File: src/rtl/addsub_pkg.sv
// Shared types and helpers for the pipelined add/subtract unit:
// opcode encoding, signed-overflow rule and width-parametrised saturation limits.
package addsub_pkg;

  typedef enum logic [1:0] {
    OP_ADD = 2'b00,
    OP_SUB = 2'b01,
    OP_ADC = 2'b10,
    OP_SBB = 2'b11
  } op_e;

  // Widest operand the saturation helpers can describe.
  localparam int MAX_W = 64;

  // Signed overflow from the sign bits of A, B and the result.
  function automatic logic ovf_calc(input logic is_sub, input logic a_s,
                                    input logic b_s, input logic r_s);
    return is_sub ? ((a_s != b_s) && (r_s != a_s))
                  : ((a_s == b_s) && (r_s != a_s));
  endfunction

  // Most positive two's-complement value of width w (0111..1).
  function automatic logic [MAX_W-1:0] sat_max(input int w);
    return (MAX_W'(1) << (w - 1)) - MAX_W'(1);
  endfunction

  // Most negative two's-complement value of width w (1000..0).
  function automatic logic [MAX_W-1:0] sat_min(input int w);
    return MAX_W'(1) << (w - 1);
  endfunction

endpackage

File: src/rtl/addsub_stage.sv
// Stallable register slice carrying {valid, y, zero, ovf}; one cycle of latency.
// Payload only loads with valid data, so drained outputs keep their last value.
module addsub_stage
  import addsub_pkg::*;
#(
  parameter int YW = 9
) (
  input  logic          clk,
  input  logic          rst,
  input  logic          adv,
  input  logic          vld_d,
  input  logic [YW-1:0] y_d,
  input  logic          zero_d,
  input  logic          ovf_d,
  output logic          vld_q,
  output logic [YW-1:0] y_q,
  output logic          zero_q,
  output logic          ovf_q
);

  always_ff @(posedge clk) begin
    if (!rst) begin
      vld_q  <= 1'b0;
      y_q    <= '0;
      zero_q <= 1'b0;
      ovf_q  <= 1'b0;
    end else if (adv) begin
      vld_q <= vld_d;
      if (vld_d) begin
        y_q    <= y_d;
        zero_q <= zero_d;
        ovf_q  <= ovf_d;
      end
    end
  end

endmodule

File: src/rtl/addsub_pipe.sv
// Pipelined ADD/SUB/ADC/SBB unit, PIPE_STAGES cycles latency, one result per cycle.
// Whole pipe freezes while the output is held; ADDSUB_SAT_EN clamps overflowed results.
module addsub_pipe
  import addsub_pkg::*;
#(
  parameter int DATA_WIDTH  = 8,
  parameter int PIPE_STAGES = 2
) (
  input  logic                  clk,
  input  logic                  rst,
  input  logic                  in_valid,
  output logic                  in_ready,
  input  op_e                   op,
  input  logic                  cin,
  input  logic [DATA_WIDTH-1:0] data1,
  input  logic [DATA_WIDTH-1:0] data2,
  output logic                  out_valid,
  input  logic                  out_ready,
  output logic [DATA_WIDTH:0]   y_out,
  output logic                  zero,
  output logic                  ovf
);

  localparam int W = DATA_WIDTH;

`ifdef ADDSUB_SAT_EN
  localparam logic [MAX_W-1:0] SAT_MAX_L = sat_max(W);
  localparam logic [MAX_W-1:0] SAT_MIN_L = sat_min(W);
  localparam logic [W-1:0]     SAT_MAX   = SAT_MAX_L[W-1:0];
  localparam logic [W-1:0]     SAT_MIN   = SAT_MIN_L[W-1:0];
`endif

  logic         stall;
  logic         adv;
  logic         sub_op;
  logic         c_in;
  logic [W:0]   a_x;
  logic [W:0]   b_x;
  logic [W:0]   sum;
  logic [W:0]   res_d;
  logic         zero_d;
  logic         ovf_d;

  logic [PIPE_STAGES:0] vld_s;
  logic [PIPE_STAGES:0] zero_s;
  logic [PIPE_STAGES:0] ovf_s;
  logic [W:0]           y_s [PIPE_STAGES+1];

  assign stall    = out_valid && !out_ready;
  assign adv      = !stall;
  assign in_ready = rst && !stall;

  // Zero-extended operands make bit W the carry (add) or borrow (sub).
  always_comb begin
    sub_op = (op == OP_SUB) || (op == OP_SBB);
    c_in   = ((op == OP_ADC) || (op == OP_SBB)) ? cin : 1'b0;
    a_x    = {1'b0, data1};
    b_x    = {1'b0, data2};
    sum    = sub_op ? (a_x - b_x - {{W{1'b0}}, c_in})
                    : (a_x + b_x + {{W{1'b0}}, c_in});
    ovf_d  = ovf_calc(sub_op, data1[W-1], data2[W-1], sum[W-1]);
    res_d  = sum;
`ifdef ADDSUB_SAT_EN
    if (ovf_d) begin
      res_d[W-1:0] = data1[W-1] ? SAT_MIN : SAT_MAX;
    end
`endif
    zero_d = (res_d[W-1:0] == '0);
  end

  assign vld_s[0]  = in_valid && in_ready;
  assign y_s[0]    = res_d;
  assign zero_s[0] = zero_d;
  assign ovf_s[0]  = ovf_d;

  for (genvar g = 0; g < PIPE_STAGES; g++) begin : g_stage
    addsub_stage #(.YW(W + 1)) u_stage (
      .clk    (clk),
      .rst    (rst),
      .adv    (adv),
      .vld_d  (vld_s[g]),
      .y_d    (y_s[g]),
      .zero_d (zero_s[g]),
      .ovf_d  (ovf_s[g]),
      .vld_q  (vld_s[g+1]),
      .y_q    (y_s[g+1]),
      .zero_q (zero_s[g+1]),
      .ovf_q  (ovf_s[g+1])
    );
  end

  assign out_valid = vld_s[PIPE_STAGES];
  assign y_out     = y_s[PIPE_STAGES];
  assign zero      = zero_s[PIPE_STAGES];
  assign ovf       = ovf_s[PIPE_STAGES];

endmodule
File: config.mk
export PLATFORM = sky130hd
export DESIGN_NAME = addsub_pipe
export DESIGN_NICKNAME = d
export VERILOG_FILES = /design/src/rtl/addsub_pkg.sv /design/src/rtl/addsub_stage.sv /design/src/rtl/addsub_pipe.sv
export SDC_FILE = /design/constraint.sdc
export NUM_CORES = 1
export LEC_CHECK = 0
export ABC_CLOCK_PERIOD_IN_PS = 7340
export CELL_PAD_IN_SITES_DETAIL_PLACEMENT = 0
export CELL_PAD_IN_SITES_GLOBAL_PLACEMENT = 1
export CORE_MARGIN = 8
export CORE_UTILIZATION = 41
export CTS_BUF_LIST = sky130_fd_sc_hd__clkbuf_16
export DETAILED_ROUTE_END_ITERATION = 7
export GPL_ROUTABILITY_DRIVEN = 1
export PLACE_DENSITY_LB_ADDON = 0.3
export SYNTH_ARGS = -nofsm -noshare
export SYNTH_HDL_FRONTEND = slang
export SYNTH_SLANG_ARGS = --single-unit
File: constraint.sdc
create_clock -name clk -period 7.34 [get_ports clk]
set_clock_uncertainty 0.1 [all_clocks]
set_input_delay 1.101 -clock clk [delete_from_list [all_inputs] [get_ports clk]]
set_output_delay 1.101 -clock clk [all_outputs]
set_load 0.01 [all_outputs]
==> results of run 1 <==
-- registers in the layout (all words and copies together), names as in the netlist --
signal / cells
g_stage.u_stage.ovf_q: 2
g_stage.u_stage.vld_q: 2
g_stage.u_stage.y_q: 18
g_stage.u_stage.zero_q: 2
-- cell usage in the layout, fill, tap and decap left out, drive strengths merged, types with 2 or more instances in the layout --
master          n
nor2           13
nand3b          2
dfxtp          24
a21boi         13
clkdlybuf4s50  35
nand2          20
clkbuf          3
and2            3
xnor2           8
a21oi          11
a31o            3
mux2i           5
a31oi           2
o31ai           3
o21bai          2
nor2b           2
nand2b          5
nand3          23
fa              4
nor3            3
inv            22
o21ai           7
ha             21
and3            4
-- through the flow --
stage / instance area (µm²) / hold slack [ns]
floorplan: 1863 / 0.3342
CTS: 2311 / 0.3592
global route: 2311 / 0.3759
global placement: 2232 / 0.3486
detailed placement: 2232 / 0.3483
finish: 2311 / 0.3540
-- report_power, final --
group	switching, mW	total [mW]	internal, mW
combinational	0.0648	0.129	0.0642
clock	0.0436	0.116	0.0727
sequential	0.00565	0.146	0.140
total	0.114	0.391	0.277
-- final cells by class --
cell class,instances,area share
Inverter,22,0.03573
Clock buffer,3,0.03249
Multi-Input combinational cell,172,0.5425
Tap cell,52,0.02815
Clock inverter,1,0.001624
Sequential cell,24,0.2079
Timing Repair Buffer,35,0.1516
-- critical path: cells and delay by family --
kind	cells	cell delay [ns]
buffers and inverters	2	1.60
and+or+nand+nor	1	0.39
-- kinds of logic after synthesis --
| kind of cell | count (synthesis) | share of synthesized area |
|---|---|---|
| compound gates | 52 | 0.1995 |
| xor+xnor | 9 | 0.04231 |
| fa+ha+maj | 25 | 0.1840 |
| buf+inv | 34 | 0.06917 |
| flops | 24 | 0.2579 |
| mux | 6 | 0.03492 |
| simple gates | 80 | 0.2122 |
-- worst paths after layout --
path,to,slack (ns),cells after the start
hold reg to reg,g_stage[0].u_stage.y_q[2]$_SDFFE_PN0P_,0.35,2
setup reg to reg,g_stage[0].u_stage.zero_q$_SDFFE_PN0P_,5.00,6
hold / removal,g_stage[0].u_stage.y_q[2]$_SDFFE_PN0P_,0.35,2
setup / recovery,in_ready,3.04,3
-- per-layer routing --
layer  routed length [µm]  share of wire  up-vias
met1                 1817           0.48      690
li1                     -              -      849
met4                   70          0.019        0
met5                    0              0        -
met2                 1714           0.46       30
met3                  152          0.040        5
==> out/results.txt, run 1 <==
The all-layer global routing usage is 0.1105, and the number of cells in the design after placement is 305. CTS root buffer: clkbuf_16. After clock tree synthesis, the clock-pin slew on the worst setup and hold paths is 0.06 ns. By area the synthesized netlist is led by dfxtp_1 26%, ha_1 14%, nand3_1 6.2%, a21boi_0 4.8%, inv_1 4.4%. The tools report the number of nets in the layout as 306.

The number of standard cells in the final layout excluding fillers is 309. The final-report setup violation count came out at 0. Number of inserted filler cells in the final layout: 444.

The global routing met1 resource utilization was 0.1371; the maximum number of pins on one net before global-route repair was 29. The tool flagged a number of max-cap violations equal to 0. For the total via count in the routed design, the log shows 1574. The detailed placer's ending HPWL was 3033 µm. The worst setup path is launched from a primary input. The tools report the number of diodes added for antenna fixing as 0.

On the worst path, the slowest cell contributes a delay of 1.00 ns. The layer flagged by global routing as most heavily used is met2. The worst setup path is of the primary input to output pin kind. The number of antenna violations at the first check in global routing is 0, and the layout-stage area growth over the synthesis result is 24.04%. For the met2 capacity usage during global routing, the log shows 0.1796. The post-synthesis register bit count was 24; the final wirelength was 3755 µm. The hold-fix buffer count after cts came out at 0.

The flow ran to the end, and the final reports show no timing, DRC or antenna violations. The logs give 0.9737 nW for the static power due to leakage and 0 for the remaining antenna violation count after routing. The share of flip-flops with an asynchronous set or reset was 0; the number of design rule violations left after detail routing was 0.

The run gives 0.02051 as the global routing usage on met3. Peak ir drop on the vdd network: 0.00006916 V. The signal on the critical path passes through clkdlybuf4s50_1, and2_1, clkdlybuf4s50_1. The tools report the startpoint of the lowest-slack hold path as g_stage[0].u_stage.y_q[2]$_SDFFE_PN0P_. The number of port buffers came out at 35. The worst path needs 4.299 ns of the cycle, external delays included.

The logs give 36 for the number of placed I/O pins and 1863 µm² for the cell area after synthesis. The die covers 6957 µm². The tools report the total count of hold-check failures in the final report as 0. The ratio of final minimum period to clock period was 0.5857; the number of nets produced by synthesis was 278. The worst hold path belongs to the class flip-flop to flip-flop. The multi-input combinational cells in the finished layout cover a total of 1254 µm². For the pin with the worst max-slew slack, the measured transition is 0.8133 ns. By instance count, the leading cell after synthesis is dfxtp_1. The logs give 0.4279 for the effective utilization at floorplan and 3 for the TritonCTS buffer count. The H-tree depth is 1.

The die span in x came out at 83.41 µm. Dividing the detail-routed via count by the number of cells gives 5.094. The first routing iteration left 57 violations. Clock tree synthesis found a total of 24 sinks. The first global-routing pass estimated 6789 µm of wire. Summed over all failing endpoints, the final setup total negative slack is 0 ns. The critical path's slowest cell is clkdlybuf4s50_1.

Setup repair after global routing left no endpoint under its margin. Dividing the synthesized area by the synthesized cell count gives 8.100 µm². The sort of element at the end of the critical path was an output pin.

For the final number of max-transition violations, the log shows 0. The largest area contributor in the netlist was dfxtp_1. After global routing the overflow that remains totals 0.

The run gives 3.041 ns as the setup slack of the critical path after layout. The run gives 1564 as the number of global-route vias before repair. Buffers added to address setup during post-CTS repair amount to 0. The average wire length per cell after detail routing is 12.15 µm, and the maximum frequency from static timing analysis is 0.2326 GHz.

For the critical path data arrival time, the log shows 3.10 ns. TritonCTS built the clock tree. The first detailed-routing pass took 4 iterations.

The area inside the core boundary was 4354 µm². The clock reaches the later pin of the worst-skew pair after 0.25 ns. No sink is reached through more buffers than the 2 on the longest clock path.

The share of the yosys chip area belonging to registers was 0.2579; the fraction of the core area covered by cells at the end of the flow was 0.5307. The overall power consumption is 0.3909 mW, and the die span in y is 83.41 µm. The netlist uses 46 different library cells. The cell that appears most often on the critical path is clkdlybuf4s50_1. For this run, the number of Yosys warnings is 0. The power density over cell area was 169.2 nW/µm². The run gives 0.4561 as the worst slew slack as a fraction of its limit. Once the clock tree was built, the resizer swapped 0 gates to a different size.

The number of enable-type register cells in the synthesized netlist works out to 0. The commonest register cell after synthesis is dfxtp_1. The beginning of the worst register-to-register path was g_stage[1].u_stage.vld_q$_SDFFE_PN0N_. The floorplan has 24 rows.

The sequential cell area in the final layout is 480.5 µm², and the post-placement setup slack is 3.040 ns. The launching instance or port of the critical path was rst. The commonest cells after synthesis are 24 x dfxtp_1, 23 x nand3_1, 22 x inv_1, 21 x ha_1, 20 x nand2_1. Of all nets on the critical path, the largest fanout is 28. For the routability-driven placement congestion ratio, the log shows 0.7621. The fraction of layout cells with a size suffix above 1 is 0.03891, and the proportion of netlist area held by the largest area contributor is 0.2579.

For the synthesized instance count, the log shows 230. The data required time of the critical path was 6.14 ns.
Note: power is estimated with default switching activity, not from simulation.
==> run 2, diff against run 1 <==
- ABC_CLOCK_PERIOD_IN_PS: 7340 -> 4400
- CORE_UTILIZATION: 41 -> 38
- clock period: 7.34 -> 4.4 ns (I/O delays scaled with it)
==> run 2 against run 1 <==
  * First-iteration DRC count rose by 16%
  * Setup slack got worse by 2.1 ns
  * Hold slack improved by 0.0048 ns
  * Utilization fell by 2.7 points
  * Critical path depth rose by 7
  * Non-clock buffer count rose by 3
==> out/results.txt, run 2 (synthesized netlist as in run 1, its figures left out) <==
The flow ran to the end, and the final reports show no timing, DRC or antenna violations. The fraction of layout cells with a size suffix above 1 works out to 0.05385 (+0.01494). Counting stages on the worst path, the most repeated cell is fa_1.

The number of standard cells in the final layout excluding fillers was 327 (+5.8%). The run gives 4 (unchanged) as the number of detailed-routing iterations run before antenna repair. The average wire length per cell after detail routing came out at 12.03 µm (-1.0%).

The run gives 0.305 (-0.025) as the logic gate share of total power. Most common library cell in the layout ignoring fill and taps: clkdlybuf4s50_1. Area occupied by multi-input gates: 1254 µm² (unchanged). The setup path with the least slack is of type primary input to flip-flop. The clock transition at the register clock pins on the worst setup and hold paths after CTS is 0.06 ns (about the same).

The peak ir drop on the vdd network is 0.0001142 V (+65%). Top register by number of flip-flops: g_stage.u_stage.y_q. The ratio of final minimum period to clock period was 0.7911; the flip-flop count of the largest register after layout was 18 (unchanged). The final wirelength is 3933 µm (+4.7%). The logs give 0.356 (+0.059) for the clock power share and 0.3944 (-0.03344) for the effective utilization at floorplan. For the number of cells in the design after placement, the log shows 323 (+5.9%). The maximum single-stage delay on the critical path is 0.60 ns (-0.40 ns), and the number of placed I/O pins is 36 (unchanged). The detailed placer's ending HPWL was 3144 µm (+3.7%); the static power due to leakage was 0.9998 nW (+2.7%). The full die area is 7399 µm² (+6.4%), and the max capacitance violation total is 0 (unchanged). The critical path's slowest cell is a2111oi_0.

The data required time of the critical path was 4.46 ns (-1.68 ns). The run gives 0.3588 ns (+0.004750 ns) as the smallest hold slack. For the number of nets in the layout, the log shows 309 (+0.98%).

For the final number of max-transition violations, the log shows 0 (unchanged). The placed standard-cell area was 2273 µm² (+1.8%). The class of the tightest hold or removal check is flip-flop to flip-flop.

The tools report the number of inserted filler cells in the final layout as 469 (+5.6%). The remaining antenna violation count after routing came out at 0 (unchanged). The overall power consumption was 0.7168 mW (+83%); the via density per instance was 4.930 (-3.2%). The number of buffers inserted by post-CTS setup repair was 0 (unchanged).

Hold-fix buffer count after cts: 0 (unchanged). The maximum fanout along the worst path is 2 (-93%). The library cells used most frequently in the layout, excluding fill and tap cells, are 35 x clkdlybuf4s50_1, 24 x dfxtp_1, 23 x nand3_1. The number of gates resized after CTS came out at 0 (unchanged).

The all-layer global routing usage was 0.1099 (-0.0006296). Setup repair after global routing left no endpoint under its margin. Timing would allow up to 0.2873 GHz. The H-tree depth is 1 (unchanged), and the area inside the core boundary is 4723 µm² (+8.5%). The CTS root buffer is clkbuf_16.

The tools report the accumulated negative setup slack as 0 ns (unchanged). The die span in y was 86.02 µm (+3.1%); the critical path data arrival time was 3.54 ns (+0.44 ns). The clock insertion delay at the later pin of the skew report was 0.25 ns (about the same). The layout-stage area growth over the synthesis result is 27.67%, and the routability-driven placement congestion ratio is 0.7729 (+1.4%).

TritonCTS built the clock tree. The number of antenna violations at the first check in global routing came out at 0 (unchanged). The maximum number of pins on one net before global-route repair was 28 (-3.4%); the first-pass GRT wire length was 6789 µm (unchanged). The tools report the sort of element at the end of the critical path as a flip-flop.

The logs give 0.1937 mW (+70%) for the net switching component of the power and 0.4903 (+0.03423) for the worst slew slack as a fraction of its limit. The final-report setup violation count was 0 (unchanged). The number of DRC markers after the initial detailed-route iteration was 66 (+16%). Leftover overflow at the end of global routing: 0 (unchanged). The slew of the pin with the lowest slew margin was 0.7621 ns (-0.05119 ns); the internal power component was 0.5231 mW (+89%). The share of total power consumed by net switching is 0.2703 (-0.02130). The sequential cell area in the final layout came out at 480.5 µm² (unchanged). The clock sink count is 24 (unchanged), and the TritonCTS buffer count is 3 (unchanged). The total via count in the routed design was 1612 (+2.4%).

The power density over cell area works out to 301.4 nW/µm² (+78%). Subtracting the final worst setup slack from the clock period gives 3.481 ns. The number of port buffers came out at 35 (unchanged).

The logs give 0 (unchanged) for the total count of hold-check failures in the final report and 2 (unchanged) for the number of buffers on the longest clock path. The tools report the sequential fraction of design power as 0.339 (-0.034). The critical path goes through clkdlybuf4s50_1, nand2_1, fa_1, fa_1, nand2b_1, a2111oi_0, nor2_1, xnor2_1, mux2i_1, o41ai_2. The row count was 25 (+4.2%). The number of design rule violations left after detail routing is 0 (unchanged), and the number of global-route vias before repair is 1549 (-0.96%). The die span in x was 86.02 µm (+3.1%); the design area was 2379 µm² (+2.9%). The number of diodes added for antenna fixing is 0 (unchanged).

The worst setup path is launched from a primary input.
run 2: changes by cell type in the layout (fill, tap and decap cells not counted), sizes merged:
cell    previous run  this run
clkinv             1         0
bufinv             0         1
buf                0         3
run 2: path summary, 6_finish.rpt:
path	slack, ns	end	cells past startpoint	start
max	0.92	g_stage[0].u_stage.zero_q$_SDFFE_PN0P_	10	op[1]
min	0.36	g_stage[0].u_stage.y_q[2]$_SDFFE_PN0P_	2	g_stage[0].u_stage.y_q[2]$_SDFFE_PN0P_
max reg2reg	2.50	g_stage[0].u_stage.zero_q$_SDFFE_PN0P_	7	g_stage[1].u_stage.vld_q$_SDFFE_PN0N_
min reg2reg	0.36	g_stage[0].u_stage.y_q[2]$_SDFFE_PN0P_	2	g_stage[0].u_stage.y_q[2]$_SDFFE_PN0P_
run 2: critical path: cells and delay by family:
kind	cells	cell delay (ns)
xor+xnor	1	0.16
fa+ha+maj	2	0.85
simple gates	3	0.37
compound gates	2	0.93
mux	1	0.13
buf+inv	1	0.46
run 2: power groups by stage:
stage	Sequential, mW	Clock, mW	Combinational [mW]
2_1_floorplan	0.247	0	0.156
3_3_place_gp	0.247	0	0.217
3_5_place_dp	0.248	0	0.220
4_1_cts	0.243	0.262	0.221
5_1_grt	0.245	0.268	0.247
6_report	0.243	0.255	0.219
run 2: cell type report:
cell class	instances	area share
Tap cell	67	0.03524
Sequential cell	24	0.2020
Clock buffer	3	0.03156
Multi-Input combinational cell	172	0.5271
Inverter	22	0.03472
Clock inverter	1	0.01262
Timing Repair Buffer	38	0.1568
run 2: through the flow:
stage	worst slack, ns	utilization
global placement	0.6760	0.4813
finish	0.9194	0.5036
global route	0.7301	0.5036
floorplan	1.367	-
detailed placement	0.6234	0.4813
CTS	0.8793	0.5036
run 2: layer usage:
layer  GRT usage  up-vias  share of wire
met5           0        -              0
met4     0.03822        0          0.011
met3     0.01815        4          0.037
met2      0.1910       25           0.47
met1      0.1319      723           0.48
li1            -      860              -
==> run 3, diff against run 2 <==
- ABC_CLOCK_PERIOD_IN_PS: 4400 -> 3200
- CORE_UTILIZATION: 38 -> 35
- clock period: 4.4 -> 3.2 ns (I/O delays scaled with it)
==> run 3 against run 2 <==
  * Routed wire length increased by 6.8%
  * Register-to-register slack got worse by 0.97 ns
  * Clock-buffer cell count unchanged
  * Non-clock buffer count increased by 24
  * Sequential share of layout area decreased by 1.6 points
  * Hold slack improved by 0.0012 ns
  * Clock power increased by 5%
  * Combinational power increased by 64%
  * First-iteration DRC count increased by 9.1%
  * Critical path depth unchanged
  * Total power increased by 34%
  * Critical path type unchanged
  * Critical endpoint unchanged
  * Largest power group is now combinational cells
  * Highest routed layer unchanged
==> out/results.txt, run 3 (synthesized netlist as in run 1, its figures left out) <==
The CTS root buffer is clkbuf_16. The share of total power consumed by net switching works out to 0.2936 (+0.02333). The area inside the core boundary is 5140 µm² (+8.8%), and the die span in x is 88.96 µm (+3.4%).

The fraction of the core area covered by cells at the end of the flow was 0.5037 (about the same). The maximum fanout along the worst path was 3 (+1); the maximum single-stage delay on the critical path was 0.47 ns (-0.13 ns). The remaining antenna violation count after routing is 0 (unchanged), and the number of design rule violations left after detail routing is 0 (unchanged). The slew of the pin with the lowest slew margin is 0.4196 ns (-0.3426 ns).

The run finished with clean final reports. The max capacitance violation total is 0 (unchanged). The class of the tightest hold or removal check was flip-flop to flip-flop.

The run gives 0.348 (+0.009) as the sequential fraction of design power. The number of port buffers is 35 (unchanged), and the number of placed I/O pins is 36 (unchanged). The path depth of the worst reg2reg path was 6 (-1); the number of diodes added for antenna fixing was 0 (unchanged). The tools report the row count as 26 (+4.0%).

The worst path in the final design needs a cycle of 2.954 ns, including I/O delays and setup. The beginning of the worst register-to-register path is g_stage[1].u_stage.vld_q$_SDFFE_PN0N_. The clock transition at the register clock pins on the worst setup and hold paths after CTS works out to 0.06 ns (about the same). Number of DRC markers after the initial detailed-route iteration: 72 (+9.1%). The tools report the launching instance or port of the critical path as data1[6]. The data required time of the critical path came out at 3.26 ns (-1.20 ns).

The worst setup path is of the primary input to flip-flop kind. The first-pass GRT wire length is 7148 µm (+5.3%). The routability-driven placement congestion ratio came out at 0.8498 (+9.9%). On the critical path the largest part of the delay comes from compound AO/OA/AOI/OAI gates. Static timing analysis puts the maximum clock frequency at 0.3385 GHz. The clock power share is 0.278 (-0.078). The TritonCTS buffer count is 3 (unchanged), and the die span in y is 88.96 µm (+3.4%).

The signal on the critical path passes through clkdlybuf4s50_1, inv_1, ha_1, inv_1, ha_1, a211o_1, o32a_1, mux2_4, and2_4, o41ai_2. The layout-stage area growth over the synthesis result was 38.95%. Leaving out fill and tap cells, the most frequent cells in the layout are 31 x clkdlybuf4s50_1, 27 x buf_4, 24 x dfxtp_1. The effective utilization at floorplan is 0.3625 (-0.03197). The capture instance of the worst register-to-register path was g_stage[0].u_stage.zero_q$_SDFFE_PN0P_. The tools report the net switching component of the power as 0.2819 mW (+45%).

For the total via count in the routed design, the log shows 1699 (+5.4%). The register-to-register path setup slack came out at 1.53 ns (-0.97 ns). The leftover overflow at the end of global routing was 0 (unchanged); the number of global-route vias before repair was 1634 (+5.5%). The hold-fix buffer count after cts was 0 (unchanged); the overall power consumption was 0.9600 mW (+34%). TritonCTS built the clock tree. The internal power component was 0.6781 mW (+30%).

The logs give 4199 µm (+6.8%) for the final wirelength and 0.1104 (+0.0005341) for the all-layer global routing usage. The clock sink count came out at 24 (unchanged). The library cell used most frequently in the layout, excluding fill and tap cells, is clkdlybuf4s50_1. The detailed placer's ending HPWL came out at 3329 µm (+5.9%). The flip-flop count of the largest register after layout is 18 (unchanged). The power density over cell area was 370.8 nW/µm² (+23%); the H-tree depth was 1 (unchanged). The logs give 0.0001624 V (+42%) for the peak ir drop on the vdd network and 4 (unchanged) for the number of detailed-routing iterations run before antenna repair.

Critical path's slowest cell: clkdlybuf4s50_1. The fraction of layout cells with a size suffix above 1 was 0.1620 (+0.1081). The worst setup path is launched from a primary input. Ratio of final minimum period to clock period: 0.9232. Setup repair after global routing left no endpoint under its margin. The average wire length per cell after detail routing was 11.86 µm (-1.4%); the total count of hold-check failures in the final report was 0 (unchanged). The number of nets in the layout is 333 (+7.8%). The tools report the logic gate share of total power as 0.374 (+0.069). The path length in cells of the critical path was 10 (unchanged).

The end point of the critical path is g_stage[0].u_stage.zero_q$_SDFFE_PN0P_. The full die area came out at 7914 µm² (+7.0%). For the final number of max-transition violations, the log shows 0 (unchanged). The logs give 0.7199 (+0.2296) for the worst slew slack as a fraction of its limit and 3.02 ns (-0.52 ns) for the critical path data arrival time.

For the static power due to leakage, the log shows 1.145 nW (+14%). The buffering stage count on the worst path with inverters included is 3 (+2). The register with the most flip-flops in the final layout is g_stage.u_stage.y_q.

The via density per instance was 4.799 (-2.6%). The logs give 0 (unchanged) for the final-report setup violation count and 28 (unchanged) for the maximum number of pins on one net before global-route repair. The sort of element at the end of the critical path was a flip-flop.

The tools report the clock insertion delay at the later pin of the skew report as 0.25 ns (about the same). The tools report the number of antenna violations at the first check in global routing as 0 (unchanged). Number of buffers on the longest clock path: 2 (unchanged).
run 3: cell types whose count changed in the layout (fill, tap and decap cells not counted), sizes merged:
| cell | delta |
|---|---|
| buf | +24 |
| bufinv | -1 |
| clkdlybuf4s50 | -4 |
| clkinv | +1 |
| dlymetal6s2s | +4 |
run 3: layer usage:
layer,vias to the layer above,track usage,part of all wire
li1,904,-,-
met5,-,0,0
met1,764,0.1389,0.48
met3,4,0.01287,0.038
met4,0,0.03625,0.011
met2,27,0.1900,0.47
run 3: worst reg2reg max path: stages, from the launching register on:
cell,delay (ns)
dfxtp_1,0.31
nand2b_1,0.09
and2_1,0.30
nand2_1,0.12
nor4_1,0.29
o2111ai_1,0.17
o41ai_2,0.20
run 3: power by group through the flow:
stage / combinational, mW / sequential [mW] / clock, mW
after floorplan: 0.215 / 0.339 / 0
after global placement: 0.338 / 0.340 / 0
after detailed placement: 0.340 / 0.341 / 0
after CTS: 0.342 / 0.334 / 0.271
after global routing: 0.402 / 0.337 / 0.288
final: 0.359 / 0.334 / 0.267
run 3: metrics by stage:
stage / cells / area [µm²] / TNS [ns] / hold WS, ns / worst slack, ns
global placement: 347 / 2435 / -1.103 / 0.3462 / -0.2805
CTS: 351 / 2516 / 0 / 0.3594 / 0.006130
floorplan: 230 / 1863 / 0 / 0.3342 / 0.3467
detailed placement: 347 / 2435 / -1.139 / 0.3485 / -0.2974
global route: 354 / 2589 / 0 / 0.3797 / 0.1167
finish: 354 / 2589 / 0 / 0.3600 / 0.2458
run 3: how the worst min path moves through the flow:
stage	from	endpoint	slack [ns]	cells after the start
final	g_stage[1].u_stage.y_q[2]$_SDFFE_PN0P_	g_stage[1].u_stage.y_q[2]$_SDFFE_PN0P_	0.36	2
after floorplan	g_stage[0].u_stage.y_q[0]$_SDFFE_PN0P_	g_stage[0].u_stage.y_q[0]$_SDFFE_PN0P_	0.33	2
after global placement	g_stage[0].u_stage.y_q[2]$_SDFFE_PN0P_	g_stage[0].u_stage.y_q[2]$_SDFFE_PN0P_	0.35	2
after CTS	g_stage[0].u_stage.y_q[2]$_SDFFE_PN0P_	g_stage[0].u_stage.y_q[2]$_SDFFE_PN0P_	0.36	2
after global routing	g_stage[0].u_stage.y_q[2]$_SDFFE_PN0P_	g_stage[0].u_stage.y_q[2]$_SDFFE_PN0P_	0.38	2
after detailed placement	g_stage[0].u_stage.y_q[2]$_SDFFE_PN0P_	g_stage[0].u_stage.y_q[2]$_SDFFE_PN0P_	0.35	2
run 3: what timing repair did:
action | CTS | global route
setup buffers | 0 | 3
setup endpoints to repair | 2 | 5
gates resized for setup | 1 | 15
pin swaps | 1 | 8
run 3: final cells by class:
cell class              count  area, µm²
fillers                   542       2551
multi-input cells         172       1296
repair buffers             62      563.0
flip-flops and latches     24      480.5
well taps                  70      87.58
inverters                  22      82.58
clock buffers               3      75.07
clock inverters             1      3.754
